===== src/rtl/ma_result_fifo.sv =====
// Result FIFO behind the moving-average filter: first-word-fall-through
// storage with drop-on-full accounting and a valid/ready consumer port.
module ma_result_fifo #(
    parameter int DATA_WIDTH = 16,
    parameter int DEPTH_LOG2 = 3
) (
    input  logic                  clk,
    input  logic                  rst_n,
    input  logic                  enable,
    input  logic [DATA_WIDTH-1:0] in_data,
    input  logic                  in_pulse,
    input  logic                  flush,
    input  logic                  clear_overflow,
    output logic [DATA_WIDTH-1:0] m_data,
    output logic                  m_valid,
    input  logic                  m_ready,
    output logic [DEPTH_LOG2:0]   level,
    output logic                  overflow,
    output logic [7:0]            drop_count
);

    localparam int DEPTH = 1 << DEPTH_LOG2;
    localparam logic [DEPTH_LOG2:0]   FULL_LVL = (DEPTH_LOG2+1)'(DEPTH);
    localparam logic [DEPTH_LOG2:0]   LVL_ONE  = (DEPTH_LOG2+1)'(1);
    localparam logic [DEPTH_LOG2-1:0] PTR_ONE  = DEPTH_LOG2'(1);

    logic [DATA_WIDTH-1:0] mem [DEPTH];
    logic [DEPTH_LOG2-1:0] wr_ptr;
    logic [DEPTH_LOG2-1:0] rd_ptr;
    logic                  wr;
    logic                  rd;
    logic                  full;
    logic                  accept;
    logic                  drop;

    assign m_valid = (level != '0);
    assign m_data  = mem[rd_ptr];

    // Handshake qualifiers; a flush swallows the concurrent sample silently.
    always_comb begin
        wr     = enable & in_pulse;
        rd     = m_valid & m_ready;
        full   = (level == FULL_LVL);
        accept = wr & (!full | rd) & !flush;
        drop   = wr & full & !rd & !flush;
    end

    // Sample storage, zeroed on reset so the head reads 0 while empty.
    always_ff @(posedge clk or negedge rst_n) begin
        if (!rst_n) begin
            for (int i = 0; i < DEPTH; i++) mem[i] <= '0;
        end else if (accept) begin
            mem[wr_ptr] <= in_data;
        end
    end

    // Pointers and occupancy; simultaneous write and pop leave level as is.
    always_ff @(posedge clk or negedge rst_n) begin
        if (!rst_n) begin
            wr_ptr <= '0;
            rd_ptr <= '0;
            level  <= '0;
        end else if (flush) begin
            wr_ptr <= '0;
            rd_ptr <= '0;
            level  <= '0;
        end else begin
            if (accept) wr_ptr <= wr_ptr + PTR_ONE;
            if (rd)     rd_ptr <= rd_ptr + PTR_ONE;
            if (accept && !rd)      level <= level + LVL_ONE;
            else if (!accept && rd) level <= level - LVL_ONE;
        end
    end

    // Drop accounting; a drop in the same cycle as a clear wins.
    always_ff @(posedge clk or negedge rst_n) begin
        if (!rst_n) begin
            overflow   <= 1'b0;
            drop_count <= '0;
        end else if (drop) begin
            overflow <= 1'b1;
            if (clear_overflow)           drop_count <= 8'd1;
            else if (drop_count != 8'hFF) drop_count <= drop_count + 8'd1;
        end else if (clear_overflow) begin
            overflow   <= 1'b0;
            drop_count <= '0;
        end
    end

endmodule


===== config.mk =====
export PLATFORM = sky130hd
export DESIGN_NAME = ma_result_fifo
export DESIGN_NICKNAME = d
export VERILOG_FILES = /design/src/rtl/ma_result_fifo.sv
export SDC_FILE = /design/constraint.sdc
export NUM_CORES = 1
export LEC_CHECK = 0
export BUFFER_PORTS_ARGS = -buffer_cell sky130_fd_sc_hd__buf_2
export CORE_MARGIN = 2
export CORE_UTILIZATION = 54
export CTS_CLUSTER_DIAMETER = 60
export CTS_CLUSTER_SIZE = 30
export DETAILED_ROUTE_END_ITERATION = 10
export PLACE_DENSITY = 0.75
export SLEW_MARGIN = 20
export SYNTH_ARGS = -nofsm -noshare
export SYNTH_HDL_FRONTEND = slang
export SYNTH_SLANG_ARGS = --single-unit
export TNS_END_PERCENT = 100

===== constraint.sdc =====
create_clock -name clk -period 2.4 [get_ports clk]
set_clock_uncertainty 0.1 [all_clocks]
set_input_delay 0.36 -clock clk [delete_from_list [all_inputs] [get_ports clk]]
set_output_delay 0.36 -clock clk [all_outputs]
set_load 0.05 [all_outputs]

==> flow_summary.toml <==
[final_layout]
finish.instance_area_um2 = 8390
regArea_um2 = 3680
final_layout_size_suffix_gt1_share_pct = 42.6
fin_nets = 568
mostFrequentLayoutCells = "144 x dfrtp_1, 83 x mux2_1, 56 x mux2_2"
area_delta_synth_final_pct = 20.8
insertedDiodeCount = 0
num-fill-cells = 896
layout.cells.most_common = "dfrtp_1"
multi_input_area_um2 = 3210

[sta]
slew_viol_final = 0
period_needed_ns = 2.49
post-route-period-util_pct = 104
fin_ws_ns = -0.0886
fmax_mhz = 402
relSlewSlack_pct = 59.9
final.setup.tns_ns = -0.931
hold_viol_final = 0
rsz0062_at_grt = "yes"
worstMarginPinSlew_ns = 0.601
setup_viol = 16

[critical_path]
end_kind = "primary output"
setup.worst_path.start = "rd_ptr[0]"
crit_arrival_ns = 2.03
setup.worst_path.class = "reg -> out"
r2r-start = "level[0]"
crit_fanout = 18
reg2reg_to = "level[3]"
rrSetupSlack_ns = 0.09
reg2reg_depth = 8
startpoint_type = "flip-flop"
required_ns = 1.94

[synthesis]
async_reset_ff_share_pct = 100
ys_warn_count = 0
synth.avg_cell_area_um2 = 15.1
ys_types = 51
synth_edf_count = 0
ys_dominant_reg_cell = "dfrtp_1"
syn-cell-area_um2 = 6950
syn_inst = 461
seq_area_frac_synth_pct = 52.9
syn-num-nets = 490
synth-seq-cells = 147

[power]
p_per_area_nw_per_um2 = 995
swShare_pct = 33.1
p_leak_nw = 4.03
p_seq_share_pct = 35.2
p_sw_mw = 2.76
p_comb_share_pct = 34.6
pwr-share-clk_pct = 30.2
cell_internal_pwr_mw = 5.59
ir_drop_mv = 0.740

[floorplan]
rows = 41
core_area_um2 = 12600
dieArea_um2 = 13800
die_h_um = 117
die-width_um = 117
ios = 53
initial_core_util_pct = 55.3

[placement]
dp_hpwl_mm = 9.44
place.gp.congestion = 0.813
placed_cell_area_um2 = 7670
port_buffers = 52

[drt]
num_vias = 4165
wl_per_cell_um = 19.9
wirelength_mm = 14.4
vias_per_cell = 5.75
final_antenna_net_count = 0
drc = 0
dr.pass1.iters = 4
drt_iter0_drc = 282

[worst_hold_path]
holdPathEnd = "mem[103]"
hold_depth = 2
hp-class = "in -> reg"
worstHoldStart = "in_data[7]"

[status]
outcome = "finished with violations"
violations = "setup timing"

[global_routing]
overflow = 0
grt_max_degree = 62
grt_pass1_wl_mm = 24.1
antenna_found_initial = 0
grt_use_total_pct = 22.8
first_global_vias = 4546

[clock_tree]
clk_pin_slew_ns = 0.06
clk_latency_ns = 0.42
cts_tree = "yes"
clockRootBuffer = "clkbuf_16"
cts_htree_levels = 4
cts_buffers = 17
cts.sinks = 147
cts_buffer_depth = 2

[flow_run]
drv_cap = 0
through the flow:
stage	utilization (%)	worst slack [ns]	instances	total power, mW	hold WS (ns)
after floorplan	-	-0.210	461	4.96	-0.0356
after global placement	61.0	0.134	689	5.51	0.273
after detailed placement	61.0	0.0837	689	5.59	0.285
after CTS	66.6	-0.120	723	8.39	0.133
after global routing	66.8	-0.163	724	8.73	0.154
final	66.8	-0.0886	724	8.35	0.152
how the worst max path moves through the flow:
stage,end,slack (ns),depth (start not counted)
2_1_floorplan,level[3],-0.21,10
3_3_place_gp,level[3],0.13,8
3_5_place_dp,level[3],0.08,8
4_1_cts,m_data[15],-0.12,4
5_1_grt,m_data[13],-0.16,4
6_report,m_data[13],-0.09,4
state kept, by name, summed over array words and instances, names as in the netlist:
register,flops
drop_count,8
level,4
rd_ptr,3
wr_ptr,3
overflow,1
mem,128
Yosys cell counts (all sizes together), types with 2 or more instances:
library cell | number | share of area (%)
nor3b | 2 | 0.36
clkbuf | 10 | 0.54
a211o | 2 | 0.38
nand2b | 2 | 0.18
dfrtp | 147 | 53
nor2 | 11 | 0.59
mux4 | 32 | 10
mux2 | 148 | 24
xor2 | 4 | 0.50
nand3b | 5 | 0.54
mux2i | 2 | 0.29
nor3 | 3 | 0.38
nor2b | 6 | 0.65
and3 | 3 | 0.27
a211oi | 2 | 0.29
ha | 5 | 0.90
or4 | 2 | 0.22
buf | 18 | 1.4
a21oi | 5 | 0.36
inv | 5 | 0.27
nand2 | 10 | 0.54
nand3 | 6 | 0.43
a31oi | 2 | 0.18
o211ai | 4 | 0.50
nand4 | 4 | 0.36
o21ai | 5 | 0.36
nor4 | 2 | 0.18
o41ai | 2 | 0.25
kinds of logic (layout without fill, tap and decap cells):
| logic type | count (synthesis) | count (layout) | share of synthesized area (%) |
|---|---|---|---|
| muxes | 182 | 182 | 34.8 |
| DFF | 147 | 147 | 52.9 |
| and+or+nand+nor | 62 | 62 | 5.42 |
| buffers and inverters | 33 | 124 | 2.20 |
| AOI/OAI and AO/OA | 26 | 26 | 2.81 |
| adders and majority gates | 6 | 6 | 1.19 |
| xor gates and xnor gates | 5 | 5 | 0.630 |
area by class of cell:
cell class	count	share of cell area, %
Tap cell	172	2.56
Sequential cell	147	43.9
Clock buffer	20	5.56
Multi-Input combinational cell	281	38.2
Clock inverter	12	1.27
Inverter	5	0.224
Timing Repair Buffer	87	8.32
worst max-delay path, stage by stage (launching register included):
cell,delay (ns)
dfrtp_2,0.41
buf_12,0.21
mux4_2,0.54
mux2_2,0.29
buf_6,0.15
metal layers:
layer / global-route usage [%] / up-vias / wire length [µm]
li1: - / 1882 / -
met1: 30.9 / 2204 / 6490
met2: 37.2 / 62 / 7300
met3: 5.01 / 17 / 429
met4: 6.93 / 0 / 186
met5: 0 / - / 0
what timing repair did:
item                                    in CTS  in global routing
cloned                                       0                  0
hold buffers                                 1                  0
endpoints found under the setup margin      16                 17
endpoints found under the hold margin       57                  0
pin swaps                                    0                  1
gates resized for setup                     34                  5
setup buffers                                1                  1
power by group through the flow:
| stage | registers [mW] | logic (mW) | clock network [mW] |
|---|---|---|---|
| 4_1_cts | 2.94 | 2.87 | 2.58 |
| 3_3_place_gp | 2.95 | 2.56 | 0 |
| 6_report | 2.94 | 2.89 | 2.53 |
| 3_5_place_dp | 2.98 | 2.61 | 0 |
| 2_1_floorplan | 3.04 | 1.92 | 0 |
| 5_1_grt | 2.97 | 3.06 | 2.70 |
(Power assumes the default switching activity.)
